File: src/rtl/usb_stream_pkg.sv
// Shared types and constants for the FX2 slave-FIFO stream write path.
package usb_stream_pkg;

  typedef enum logic [1:0] {
    IDLE   = 2'd0,
    WRITE  = 2'd1,
    COMMIT = 2'd2,
    GAP    = 2'd3
  } state_t;

  localparam logic [1:0] EP6_ADDR          = 2'b10;
  localparam int         DEFAULT_PKT_WORDS = 256;

endpackage

File: src/rtl/usb_stream_pkt_ctrl_if.sv
// Source-FIFO and FX2 slave-FIFO signals of the stream write sequencer.
// master = sequencer side, slave = FIFO/FX2 side.
interface usb_stream_pkt_ctrl_if;

  logic        FIFO_EMPTY;
  logic [15:0] FIFO_DATA;
  logic        FIFO_READ;
  logic        FULL_N;
  logic        FX2RDY;
  logic        SLWR_N;
  logic [15:0] DATA;
  logic        PKTEND_N;
  logic [1:0]  FIFOADDR;

  modport master (
    input  FIFO_EMPTY, FIFO_DATA, FULL_N, FX2RDY,
    output FIFO_READ, SLWR_N, DATA, PKTEND_N, FIFOADDR
  );

  modport slave (
    output FIFO_EMPTY, FIFO_DATA, FULL_N, FX2RDY,
    input  FIFO_READ, SLWR_N, DATA, PKTEND_N, FIFOADDR
  );

endinterface

File: src/rtl/stream_idle_timer.sv
// Idle-cycle counter compared against a limit; clear has priority over enable.
// o_match is combinational from the count register and the limit input.
module stream_idle_timer #(
  parameter int W = 16
) (
  input  logic         i_clk,
  input  logic         i_rst_n,
  input  logic         i_clr,
  input  logic         i_en,
  input  logic [W-1:0] i_limit,
  output logic         o_match
);

  logic [W-1:0] r_cnt;

  always_ff @(posedge i_clk or negedge i_rst_n) begin
    if (!i_rst_n) begin
      r_cnt <= '0;
    end else if (i_clr) begin
      r_cnt <= '0;
    end else if (i_en) begin
      r_cnt <= r_cnt + 1'b1;
    end
  end

  assign o_match = (r_cnt == i_limit);

endmodule

File: src/rtl/usb_stream_pkt_ctrl.sv
// FX2 stream write sequencer: pops FWFT words, one registered SLWR_N per 2 cycles, PKTEND_N on idle timeout.
// Optional PKT_CNT/SHORT_PKT_CNT statistics under USB_STREAM_PKT_CTRL_STATS_EN.
module usb_stream_pkt_ctrl
  import usb_stream_pkg::*;
#(
  parameter int         PKT_WORDS     = DEFAULT_PKT_WORDS,
  parameter int         TIMEOUT_WIDTH = 16,
  parameter logic [1:0] EP_ADDR       = EP6_ADDR
) (
  input  logic                         STREAM_CLK,
  input  logic                         STREAM_RST_N,
  input  logic                         ENABLE,
  input  logic [TIMEOUT_WIDTH-1:0]     TIMEOUT,
  usb_stream_pkt_ctrl_if.master        bus,
  output logic [$clog2(PKT_WORDS)-1:0] WORD_CNT
`ifdef USB_STREAM_PKT_CTRL_STATS_EN
  ,
  output logic [15:0]                  PKT_CNT,
  output logic [15:0]                  SHORT_PKT_CNT
`endif
);

  localparam int            CW        = $clog2(PKT_WORDS);
  localparam logic [CW-1:0] LAST_WORD = CW'(PKT_WORDS - 1);

  state_t        r_state;
  state_t        w_next;
  logic          r_rdy_q;
  logic          r_slwr_n;
  logic          r_pktend_n;
  logic [15:0]   r_data;
  logic [CW-1:0] r_word_cnt;
  logic          w_write;
  logic          w_match;
  logic          w_timeout;
  logic          w_commit;
  logic          w_wrap;

  // r_slwr_n gating enforces a free cycle after every strobe to ride out FX2 flag latency.
  assign w_write   = (r_state == WRITE) & ENABLE & ~bus.FIFO_EMPTY & r_rdy_q & r_slwr_n;
  assign w_wrap    = w_write & (r_word_cnt == LAST_WORD);
  assign w_commit  = (r_state == COMMIT);
  assign w_timeout = (r_state == WRITE) & ENABLE & ~w_write & (r_word_cnt != '0) &
                     (TIMEOUT != '0) & w_match & r_rdy_q;

  always_comb begin
    w_next = r_state;
    case (r_state)
      IDLE:    if (ENABLE) w_next = WRITE;
      WRITE: begin
        if (!ENABLE)        w_next = IDLE;
        else if (w_timeout) w_next = COMMIT;
      end
      COMMIT:  w_next = GAP;
      GAP:     w_next = ENABLE ? WRITE : IDLE;
      default: w_next = IDLE;
    endcase
  end

  always_ff @(posedge STREAM_CLK or negedge STREAM_RST_N) begin
    if (!STREAM_RST_N) r_state <= IDLE;
    else               r_state <= w_next;
  end

  always_ff @(posedge STREAM_CLK or negedge STREAM_RST_N) begin
    if (!STREAM_RST_N) begin
      r_rdy_q    <= 1'b0;
      r_slwr_n   <= 1'b1;
      r_pktend_n <= 1'b1;
      r_data     <= '0;
      r_word_cnt <= '0;
    end else begin
      r_rdy_q    <= bus.FULL_N & bus.FX2RDY;
      r_slwr_n   <= ~w_write;
      r_pktend_n <= ~(w_next == COMMIT);
      if (w_write) r_data <= bus.FIFO_DATA;
      if (w_commit || w_wrap) r_word_cnt <= '0;
      else if (w_write)       r_word_cnt <= r_word_cnt + 1'b1;
    end
  end

  // Counting holds once the limit is reached so a held match survives rdy/ENABLE drops.
  stream_idle_timer #(
    .W (TIMEOUT_WIDTH)
  ) u_idle_timer (
    .i_clk   (STREAM_CLK),
    .i_rst_n (STREAM_RST_N),
    .i_clr   (w_write | w_commit),
    .i_en    ((r_word_cnt != '0) & ~w_match),
    .i_limit (TIMEOUT),
    .o_match (w_match)
  );

  assign bus.FIFO_READ = w_write;
  assign bus.SLWR_N    = r_slwr_n;
  assign bus.DATA      = r_data;
  assign bus.PKTEND_N  = r_pktend_n;
  assign bus.FIFOADDR  = EP_ADDR;
  assign WORD_CNT      = r_word_cnt;

`ifdef USB_STREAM_PKT_CTRL_STATS_EN
  logic [15:0] r_pkt_cnt;
  logic [15:0] r_short_cnt;

  always_ff @(posedge STREAM_CLK or negedge STREAM_RST_N) begin
    if (!STREAM_RST_N) begin
      r_pkt_cnt   <= '0;
      r_short_cnt <= '0;
    end else begin
      if (w_wrap || w_commit) r_pkt_cnt   <= r_pkt_cnt + 1'b1;
      if (w_commit)           r_short_cnt <= r_short_cnt + 1'b1;
    end
  end

  assign PKT_CNT       = r_pkt_cnt;
  assign SHORT_PKT_CNT = r_short_cnt;
`endif

endmodule

File: src/flat_wrapper.sv
// flat-port wrapper written by rule: the top's interface ports become plain ports
module usb_stream_pkt_ctrl_flat import usb_stream_pkg::*;
#(
  parameter int         PKT_WORDS     = DEFAULT_PKT_WORDS,
  parameter int         TIMEOUT_WIDTH = 16,
  parameter logic [1:0] EP_ADDR       = EP6_ADDR
)
  (STREAM_CLK, STREAM_RST_N, ENABLE, TIMEOUT, WORD_CNT, bus_FIFO_EMPTY, bus_FIFO_DATA, bus_FULL_N, bus_FX2RDY, bus_FIFO_READ, bus_SLWR_N, bus_DATA, bus_PKTEND_N, bus_FIFOADDR);
  usb_stream_pkt_ctrl_if bus_i ();
  input  logic STREAM_CLK;
  input  logic STREAM_RST_N;
  input  logic ENABLE;
  input  logic [TIMEOUT_WIDTH-1:0] TIMEOUT;
  output logic [$clog2(PKT_WORDS)-1:0] WORD_CNT;
  input wire logic [$bits(bus_i.FIFO_EMPTY)-1:0] bus_FIFO_EMPTY;
  input wire logic [$bits(bus_i.FIFO_DATA)-1:0] bus_FIFO_DATA;
  input wire logic [$bits(bus_i.FULL_N)-1:0] bus_FULL_N;
  input wire logic [$bits(bus_i.FX2RDY)-1:0] bus_FX2RDY;
  output wire logic [$bits(bus_i.FIFO_READ)-1:0] bus_FIFO_READ;
  output wire logic [$bits(bus_i.SLWR_N)-1:0] bus_SLWR_N;
  output wire logic [$bits(bus_i.DATA)-1:0] bus_DATA;
  output wire logic [$bits(bus_i.PKTEND_N)-1:0] bus_PKTEND_N;
  output wire logic [$bits(bus_i.FIFOADDR)-1:0] bus_FIFOADDR;
  assign bus_i.FIFO_EMPTY = bus_FIFO_EMPTY;
  assign bus_i.FIFO_DATA = bus_FIFO_DATA;
  assign bus_i.FULL_N = bus_FULL_N;
  assign bus_i.FX2RDY = bus_FX2RDY;
  assign bus_FIFO_READ = bus_i.FIFO_READ;
  assign bus_SLWR_N = bus_i.SLWR_N;
  assign bus_DATA = bus_i.DATA;
  assign bus_PKTEND_N = bus_i.PKTEND_N;
  assign bus_FIFOADDR = bus_i.FIFOADDR;
  usb_stream_pkt_ctrl #(.PKT_WORDS(PKT_WORDS), .TIMEOUT_WIDTH(TIMEOUT_WIDTH), .EP_ADDR(EP_ADDR)) u_core (.STREAM_CLK(STREAM_CLK), .STREAM_RST_N(STREAM_RST_N), .ENABLE(ENABLE), .TIMEOUT(TIMEOUT), .bus(bus_i), .WORD_CNT(WORD_CNT));
endmodule
File: config.mk
export PLATFORM = sky130hd
export DESIGN_NAME = usb_stream_pkt_ctrl_flat
export DESIGN_NICKNAME = d
export VERILOG_FILES = /design/src/rtl/usb_stream_pkg.sv /design/src/rtl/usb_stream_pkt_ctrl_if.sv /design/src/rtl/stream_idle_timer.sv /design/src/rtl/usb_stream_pkt_ctrl.sv /design/src/flat_wrapper.sv
export SDC_FILE = /design/constraint.sdc
export NUM_CORES = 1
export LEC_CHECK = 0
export BUFFER_PORTS_ARGS = -buffer_cell sky130_fd_sc_hd__buf_2
export CORE_MARGIN = 1
export CORE_UTILIZATION = 40
export DETAILED_ROUTE_END_ITERATION = 6
export GPL_TIMING_DRIVEN = 0
export SLEW_MARGIN = 15
export SYNTH_ARGS = -nofsm -noshare
export SYNTH_HDL_FRONTEND = slang
export SYNTH_HIERARCHICAL = 1
export SYNTH_SLANG_ARGS = --single-unit
File: constraint.sdc
create_clock -name STREAM_CLK -period 2.97 [get_ports STREAM_CLK]
set_clock_uncertainty 0.15 [all_clocks]
set_input_delay 0.891 -clock STREAM_CLK [delete_from_list [all_inputs] [get_ports STREAM_CLK]]
set_output_delay 0.891 -clock STREAM_CLK [all_outputs]
set_load 0.03 [all_outputs]
==> results of run 1 <==
## sequential cells by signal, indices dropped and copies added, names as in the netlist
| signal | cells |
|---|---|
| u_core/WORD_CNT | 8 |
| u_core/r_rdy_q | 1 |
| u_core/bus.DATA | 16 |
| u_core/bus.SLWR_N | 1 |
| u_core/bus.PKTEND_N | 1 |
| u_core/r_state | 2 |
| u_core/u_idle_timer/r_cnt | 16 |
## power groups by stage
| stage | sequential, uW | combinational (uW) | clock (uW) |
|---|---|---|---|
| after floorplan | 910 | 291 | 0 |
| after global placement | 801 | 560 | 0 |
| after detailed placement | 802 | 566 | 0 |
| after CTS | 791 | 569 | 399 |
| after global routing | 805 | 634 | 422 |
| final | 789 | 568 | 381 |
## stage by stage
stage / hold slack [ps] / setup slack [ps] / setup TNS (ps) / utilization, %
after CTS: 328 / 20.8 / 0 / 51.4
final: 326 / 103 / 0 / 52.1
after global placement: 303 / -305 / -2050 / 49.4
after detailed placement: 307 / -313 / -2130 / 49.4
after floorplan: 380 / 84.8 / 0 / -
after global routing: 344 / 2.89 / 0 / 52.1
## logic make-up (layout without fill, tap and decap cells)
family	count (synthesis)	count (layout)	share of synthesized area [%]
simple gates	129	129	27.7
flops	45	45	47.8
fa+ha+maj	3	3	1.59
buf+inv	20	95	4.67
xor+xnor	33	33	12.2
compound gates	12	12	4.61
other cells	2	2	0.318
mux	2	2	1.06
## synthesized netlist by cell type (3+ instances only)
cell type	number	area share, %
nand3_1	7	1.5
nand4_1	9	2.4
dfrtp_1	43	46
nor3_1	6	1.3
o21ai_0	4	0.85
nor4_1	11	2.9
inv_1	6	0.95
xor2_1	4	1.5
or3_1	3	0.80
nor2_1	21	3.3
buf_2	4	0.85
nand2_1	58	9.2
clkbuf_1	3	0.48
xnor2_1	29	11
ha_1	3	1.6
buf_4	4	1.3
## cell usage in the layout (no fill, tap or decap), drive strengths merged, types with 2 or more instances in the layout
cell / instances
buf: 77
nand2: 58
dfrtp: 43
xnor2: 29
nor2: 21
nor4: 12
clkbuf: 11
nand4: 10
nand3: 8
inv: 7
nor3: 6
o21ai: 5
xor2: 4
or3: 3
ha: 3
and3: 2
conb: 2
dfstp: 2
a21oi: 2
nand2b: 2
## worst max-delay path, stage by stage
cell	delay (ps)
buf_2	110
nand4b_4	140
or2_1	260
buf_6	140
inv_6	130
buf_6	150
## cell type report
type | instances | area [um^2]
fill | 548 | 2690
sequential | 45 | 1130
multi-input combinational | 181 | 1130
timing repair buffer | 69 | 377
tap | 72 | 90.1
clock buffer | 7 | 86.3
buffer | 12 | 78.8
inverter | 7 | 31.3
## per-layer routing
| layer | wire length, um | part of all wire (%) |
|---|---|---|
| met1 | 2270 | 46 |
| met2 | 2500 | 50 |
| met3 | 171 | 3.4 |
| met4 | 37 | 0.74 |
| met5 | 0 | 0 |
## worst max-delay path by stage
stage / startpoint / end / cells past startpoint
final: ENABLE / bus_FIFO_READ / 6
after floorplan: bus_FIFO_EMPTY / u_core/u_idle_timer/r_cnt[14] / 10
after CTS: ENABLE / bus_FIFO_READ / 7
after global placement: bus_FIFO_EMPTY / u_core/u_idle_timer/r_cnt[14] / 11
after global routing: TIMEOUT[6] / u_core/u_idle_timer/r_cnt[14] / 10
after detailed placement: bus_FIFO_EMPTY / u_core/u_idle_timer/r_cnt[14] / 11
## repair_timing
item / 4_1_cts / 5_1_grt
setup endpoints to repair: 1 / 3
pin swaps: 0 / 1
gates resized for setup: 8 / 1
setup buffers: 0 / 4
==> metrics.txt, run 1 <==
initial DRC count=77; wire length of the first global-routing pass=8.64 mm; Pre-Repair DR Iteration Count=4; total grt overflow=0; gr usage total=17.9%; antenna violations before repair=0; Power Density=595 mW/mm^2; Worst Hold Path Cells=2; Reg clk slew, reported paths=80 ps; Clk pwr share=21.9%; R2R setup slack=290 ps; Comb pwr share=32.7%; Starting Density=42.1%; worst hold path class=flop to flop; Synth Net Count=287; routed wire length=4.98 mm; Syn Area/Cell=9.59 um^2; n_diodes=0; reg2reg path depth=10; Worst-Margin Slew=488 ps; die area=0.00621 mm^2; CP Capture Type=output port; Post-Synthesis Cells=246; number of synthesized flops with an enable pin=0; Routed Antenna Nets=0; core box area=0.00561 mm^2; Worst Path Max Fanout=19; H-tree levels=2; Finish-stage setup viols=0; unrepaired setup endpoints after global routing=no; vias in the first global route=1910; post-DP HPWL=3.64 mm; Layout Cells excl Fill=393; die span in y=78.8 um; Max Cap Viol=0; total power=1740 uW; status=finished clean; Via Count=1911; via density per instance=4.86; CTS Buf Count=5; Tmin final=2870 ps; PortBufs=64; data required time of the worst path=1930 ps; wire length per cell=12.7 um; FP Rows=27; Ports=67; Async S/R FF share, synth=100%; Syn-to-layout area delta=23.8%; CTS Buffer Depth=2; Max Fclk=349 MHz; DIE WIDTH=78.8 um; startpoint types=input port; Leak=0.00144 uW; Cell Area, Synth=0.00236 mm^2; nets@finish=362; FF-to-FF End=u_core/u_idle_timer/r_cnt[14]; Final Hold Fails=0; largest net degree at the start of global routing=46; share of cells above drive strength 1=30.2%; Tcrit/Tclk final=96.5%; Critical Path AT=1830 ps; peak supply drop=282 uV; CTS root buf=clkbuf_8; fin area=0.00292 mm^2; worst-skew pair later-pin latency=290 ps; synth warn=6; flop and latch count out of synthesis=45; TritonCTS clock tree=yes; Power Internal=1110 uW; met3 Use GR=3.56%; Worst Hold End=u_core/bus.DATA[7]; placed cells=382; GRT met2 Usage=29.5%; routability cong.=0.801; FF-to-FF Start=u_core/u_idle_timer/r_cnt[9]; clk sinks=45; post-synthesis sequential area ratio=47.8%; Post-synth top flop=dfrtp_1; Hold Path Origin=u_core/bus.DATA[7]; sequential share of power=45.4%; CTS Hold Buffers Added=0; DRC violations left=0; met1 GRT Util=23.1%; max-slew violation count=0; Switch Pwr=630 uW; Distinct cells, synth=41; GRT Max-Usage Layer=met2; Slew headroom=67.2%; Net Sw Frac=36.2%; placed instance area=0.00277 mm^2; Crit Path Class=input port to output port
Note: power is estimated with default switching activity, not from simulation.
==> run 2, diff against run 1 <==
SYNTH_HIERARCHICAL = default   (was 1)
==> run 2 against run 1 <==
Net effect: wire length up 1.1%; synthesized cell count shrank 8.9%; die area decreased by 2.3%; total power up 1.8%; hold slack improved by 23 ps; sequential power grew 2%; combinational power decreased by 7.7%; via count shrank 0.21%; sequential share of layout area is 1.0 points higher; first-iteration DRC count increased by 30%; fmax down 0.80%; critical path depth fell by 1; critical endpoint unchanged.
==> metrics.txt, run 2 <==
Max Fclk=346 MHz (was 349 MHz); Max Cap Viol=0 (unchanged); worst hold path class=input port to asynchronous set/reset pin (was flop to flop); Pre-Repair DR Iteration Count=4 (unchanged); n_diodes=0 (unchanged); PortBufs=64 (unchanged); peak supply drop=396 uV (was 282 uV); Reg clk slew, reported paths=90 ps (was 80 ps); clk sinks=45 (unchanged); placed cells=360 (was 382); largest net degree at the start of global routing=46 (unchanged); flop and latch count out of synthesis=45 (unchanged); startpoint types=input port (unchanged); Async S/R FF share, synth=100% (unchanged); mux cell area share after synthesis=8.25% (was 1.06%); Tmin final=2890 ps (was 2870 ps); post-synth top area cell=dfrtp_1 (unchanged); max-slew violation count=0 (unchanged); CTS Buffer Depth=2 (unchanged); synth warn=0 (was 6); CTS Buf Count=5 (unchanged); Power Density=622 mW/mm^2 (was 595 mW/mm^2); Finish-stage setup viols=0 (unchanged); data required time of the worst path=1930 ps (about the same); Syn-to-layout area delta=23.5% (was 23.8%); core box area=0.00554 mm^2 (was 0.00561 mm^2); share of cells above drive strength 1=33.8% (was 30.2%); Cell Area, Synth=0.00230 mm^2 (was 0.00236 mm^2); Synth Area in Simple Gates=20.6% (was 27.7%); Starting Density=41.6% (was 42.1%); worst-skew pair later-pin latency=290 ps (about the same); Via Count=1907 (was 1911); combinational family with the most area after synthesis=simple AND/OR/NAND/NOR gates (unchanged); routed wire length=5.03 mm (was 4.98 mm); most common library cells after synthesis=dfrtp_1, xnor2_1, mux2_2, o21ai_0, a21oi_1 (was nand2_1, dfrtp_1, xnor2_1, nor2_1, nor4_1); most frequent cells in the layout=buf_2, dfrtp_1, xnor2_1 (was buf_2, nand2_1, dfrtp_1); Synth area leaders=dfrtp_1, mux2_2, xnor2_1, or3_1, o21ai_0 (was dfrtp_1, xnor2_1, nand2_1, nor2_1, nor4_1); Ports=67 (unchanged); Worst Path Max Fanout=10 (was 19); antenna violations before repair=0 (unchanged); Post-synth top flop=dfrtp_1 (unchanged); Final Hold Fails=0 (unchanged); via density per instance=5.18 (was 4.86); Tcrit/Tclk final=97.3% (was 96.5%); CTS Hold Buffers Added=0 (unchanged); share of the synthesized area in the top cell type=46.7% (was 45.6%); Distinct cells, synth=38 (was 41); hold slack=349 ps (was 326 ps); Post-Synthesis Cells=224 (was 246); die span in y=77.9 um (was 78.8 um); Syn Area/Cell=10.3 um^2 (was 9.59 um^2); Adder-Cell Fraction of Synth Area=1.63% (was 1.59%); DIE WIDTH=77.9 um (was 78.8 um); Worst-Margin Slew=570 ps (was 488 ps); final worst setup slack=80.0 ps (was 103 ps); Slew headroom=61.7% (was 67.2%); routability cong.=0.805 (was 0.801); DRC violations left=0 (unchanged); total grt overflow=0 (unchanged); Leak=0.00127 uW (was 0.00144 uW); total power=1770 uW (was 1740 uW); post-synthesis compound-gate area fraction=8.79% (was 4.61%); number of synthesized flops with an enable pin=0 (unchanged); Critical Path AT=1850 ps (was 1830 ps); CTS root buf=clkbuf_8 (unchanged); gr usage total=18.1% (was 17.9%); FP Rows=27 (unchanged); Synth Net Count=265 (was 287); Setup WS pre-CTS=-214 ps (was -313 ps); wire length of the first global-routing pass=8.69 mm (was 8.64 mm); Layout Cells excl Fill=368 (was 393); status=finished clean (unchanged); post-synthesis sequential area ratio=49.0% (was 47.8%); TritonCTS clock tree=yes (unchanged); initial DRC count=100 (was 77); Crit Path Class=input port to output port (unchanged); die area=0.00607 mm^2 (was 0.00621 mm^2); unrepaired setup endpoints after global routing=no (unchanged); Filler cells=547 (was 548); Routed Antenna Nets=0 (unchanged); XOR/XNOR share of the synthesized area=8.36% (was 12.2%); cell with the most instances after synthesis=dfrtp_1 (was nand2_1); post-DP HPWL=3.65 mm (was 3.64 mm); H-tree levels=2 (unchanged); most common cell after layout, fill and taps aside=buf_2 (unchanged); CP Capture Type=output port (unchanged); vias in the first global route=1889 (was 1910); wire length per cell=13.7 um (was 12.7 um); nets@finish=337 (was 362)
-- run 2: cell types whose count changed after synthesis, moves of 4 or more --
cell | previous run | this run
a21oi_1 | 2 | 14
mux2_2 | 0 | 16
nand2_1 | 58 | 13
nand3_1 | 7 | 12
nor2_1 | 21 | 11
nor3_1 | 6 | 2
nor4_1 | 11 | 5
o21ai_0 | 4 | 15
or3_1 | 3 | 13
xnor2_1 | 29 | 19
-- run 2: worst max-delay path: stages --
cell and delay (ps):
buf_2 90, nand4b_1 190, nor2_2 210, clkbuf_4 250, buf_2 220
-- run 2: layer usage --
layer	vias to the layer above	share of wire [%]	GRT usage, %
met5	-	0	0
li1	940	-	-
met3	2	6.0	4.24
met1	905	49	24.4
met2	60	45	29.5
met4	0	0.30	3.89
-- run 2: path summary, 6_finish.rpt --
path                       slack, ps                         start                       endpoint  cells past startpoint
max                               80                        ENABLE                  bus_FIFO_READ                      5
min                              350                  STREAM_RST_N            u_core.bus.DATA[11]                      1
max reg2reg                      820  u_core.u_idle_timer.r_cnt[2]  u_core.u_idle_timer.r_cnt[12]                      6
min reg2reg                      360           u_core.bus.DATA[10]            u_core.bus.DATA[10]                      1
max in group asynchronous       1760                  STREAM_RST_N            u_core.bus.PKTEND_N                      2
min in group STREAM_CLK          360           u_core.bus.DATA[10]            u_core.bus.DATA[10]                      1
-- run 2: kinds of logic after synthesis --
family                   count (synthesis)
AO/OA/AOI/OAI                           36
AND/OR/NAND/NOR                         85
buffers and inverters                   14
other                                    2
multiplexers                            17
adder cells (fa/ha/maj)                  3
XOR/XNOR                                22
flip-flops                              45
-- run 2: where the power goes --
| group | internal [uW] | switching [uW] |
|---|---|---|
| Sequential | 712 | 92.3 |
| Clock | 245 | 196 |
| Combinational | 211 | 314 |
-- run 2: final cells by class --
type / instances / area (um^2) / area share (%)
inverters: 5 / 18.8 / 0.660
clock buffers: 5 / 68.8 / 2.42
flip-flops and latches: 45 / 1130 / 39.7
plain buffers: 9 / 55.1 / 1.93
multi-input cells: 165 / 1110 / 39.0
clock inverters: 2 / 35.0 / 1.23
repair buffers: 65 / 340 / 12.0
well taps: 72 / 90.1 / 3.17
-- run 2: through the flow --
| step | cell area, um^2 | setup TNS, ps | util (%) |
|---|---|---|---|
| floorplan | 2300 | 0 | - |
| global placement | 2720 | -201 | 49.0 |
| detailed placement | 2720 | -214 | 49.0 |
| CTS | 2820 | 0 | 50.9 |
| global route | 2850 | 0 | 51.4 |
| finish | 2850 | 0 | 51.4 |
-- run 2: timing repair --
action | CTS | global route
cloned | 0 | 0
buffers inserted | 0 | 0
endpoints found under the setup margin | 1 | 1
resized for setup | 2 | 1
==> run 3, diff against run 2 <==
PLACE_DENSITY = 0.67   (was default)
RECOVER_POWER = 25   (was default)
clock period = 2.65 ns   (was 2.97 ns; I/O delays follow)
==> run 3 against run 2 <==
Net effect: total power is 7.9% higher; sequential power grew 13%; hold slack better by 10 ps; cell count rose by 0.54%; non-clock buffer count up 1; combinational power up 12%; setup slack gained 15 ps; clock-buffer cell count unchanged; critical path type unchanged; largest power group unchanged; highest routed layer unchanged.
==> metrics.txt, run 3 (synthesis gave the netlist of run 2 again) <==
R2R setup slack=490 ps (was 820 ps); largest net degree at the start of global routing=46 (unchanged); Max Cap Viol=0 (unchanged); CTS Hold Buffers Added=0 (unchanged); gr usage total=18.2% (was 18.1%); worst hold path class=flop to flop (was input port to asynchronous set/reset pin); FP Rows=27 (unchanged); initial DRC count=113 (was 100); Syn-to-layout area delta=22.4% (was 23.5%); Via Count=1968 (was 1907); Critical Path AT=1610 ps (was 1850 ps); via density per instance=5.32 (was 5.18); antenna violations before repair=0 (unchanged); Tmin final=2550 ps; share of cells above drive strength 1=33.9% (was 33.8%); wire length of the first global-routing pass=8.64 mm (was 8.69 mm); fin area=0.00282 mm^2 (was 0.00285 mm^2); routability cong.=0.799 (was 0.805); H-tree levels=2 (unchanged); Final Hold Fails=0 (unchanged); TritonCTS clock tree=yes (unchanged); nets@finish=338 (was 337); Starting Density=41.6% (unchanged); core box area=0.00554 mm^2 (unchanged); Ports=67 (unchanged); DRC violations left=0 (unchanged); vias in the first global route=1898 (was 1889); Leak=0.00125 uW (was 0.00127 uW); Routed Antenna Nets=0 (unchanged); total power=1910 uW (was 1770 uW); Crit Path Class=input port to output port (unchanged); routed wire length=5.12 mm (was 5.03 mm); Finish-stage setup viols=0 (unchanged); wire length per cell=13.8 um (was 13.7 um); startpoint types=input port (unchanged); Switch Pwr=694 uW (was 601 uW); peak supply drop=393 uV (was 396 uV); unrepaired setup endpoints after global routing=no (unchanged); most common cell after layout, fill and taps aside=buf_2 (unchanged); Pre-Repair DR Iteration Count=4 (unchanged); CTS Buffer Depth=2 (unchanged); Comb pwr share=30.7% (was 29.6%); CTS Buf Count=5 (unchanged); status=finished clean (unchanged); placed cells=360 (unchanged); Power Internal=1210 uW (was 1170 uW); DIE WIDTH=77.9 um (unchanged); worst-skew pair later-pin latency=300 ps (was 290 ps); die span in y=77.9 um (unchanged); placed instance area=0.00272 mm^2 (unchanged); n_diodes=0 (unchanged); PortBufs=64 (unchanged); Max Fclk=391 MHz; data required time of the worst path=1710 ps (was 1930 ps); max-slew violation count=0 (unchanged); Reg clk slew, reported paths=80 ps (was 90 ps); clk sinks=45 (unchanged); Net Sw Frac=36.4% (was 34.0%); total grt overflow=0 (unchanged); Slew headroom=26.5% (was 61.7%); Tcrit/Tclk final=96.4%; Power Density=676 mW/mm^2 (was 622 mW/mm^2); Worst Path Max Fanout=10 (unchanged); Filler cells=533 (was 547); CP Capture Type=output port (unchanged); Layout Cells excl Fill=370 (was 368); post-DP HPWL=3.67 mm (was 3.65 mm); most frequent cells in the layout=buf_2, dfrtp_1, xnor2_1 (unchanged); CTS root buf=clkbuf_8 (unchanged); Worst-Margin Slew=1100 ps (was 570 ps); Clk pwr share=21.9% (was 24.9%); die area=0.00607 mm^2 (unchanged); sequential share of power=47.5% (was 45.5%)
run 3: stage by stage:
stage,util [%],setup TNS (ps),setup slack [ps],hold WS [ps]
CTS,50.8,0,20.6,365
floorplan,-,0,27.9,349
detailed placement,49.0,-325,-325,345
global route,50.9,0,28.2,380
finish,50.9,0,95.2,359
global placement,49.0,-372,-314,336
run 3: cell type report:
type                            count  area [um^2]  area share (%)
Buffer                              9         55.1            1.95
Sequential cell                    45         1130            40.0
Clock inverter                      3         17.5           0.621
Tap cell                           72         90.1            3.19
Timing Repair Buffer               66          334            11.8
Inverter                            5         18.8           0.665
Clock buffer                        5         68.8            2.44
Multi-Input combinational cell    165         1110            39.3
run 3: timing repair:
action,4_1_cts,5_1_grt
buffers inserted,1,1
setup endpoints to repair,1,1
pin swaps,1,0
gates resized for setup,3,2
run 3: final timing paths:
| kind | startpoint | endpoint | cells past startpoint |
|---|---|---|---|
| worst min register to register | u_core.bus.DATA[3] | u_core.bus.DATA[3] | 1 |
| worst max register to register | u_core.u_idle_timer.r_cnt[2] | u_core.u_idle_timer.r_cnt[5] | 6 |
| min in group asynchronous | STREAM_RST_N | u_core.u_idle_timer.r_cnt[0] | 1 |
| max in group asynchronous | STREAM_RST_N | u_core.r_state[1] | 1 |
| worst max-delay path | ENABLE | bus_FIFO_READ | 5 |
| worst min-delay path | u_core.bus.DATA[3] | u_core.bus.DATA[3] | 1 |
run 3: metal layers:
layer	routed length (um)	global-route usage (%)
met2	2330	28.6
met5	0	0
met4	62	6.11
met1	2330	24.4
met3	391	4.71
run 3: worst max-delay path: stages:
cell and delay (ps):
buf_2 90, nand4b_1 160, nor2_2 160, buf_4 190, clkbuf_4 210
run 3: power by group through the flow:
stage | combinational [uW] | sequential [uW] | clock (uW)
floorplan | 265 | 1040 | 0
global placement | 573 | 912 | 0
detailed placement | 588 | 916 | 0
CTS | 590 | 905 | 434
global route | 640 | 924 | 462
finish | 585 | 906 | 417
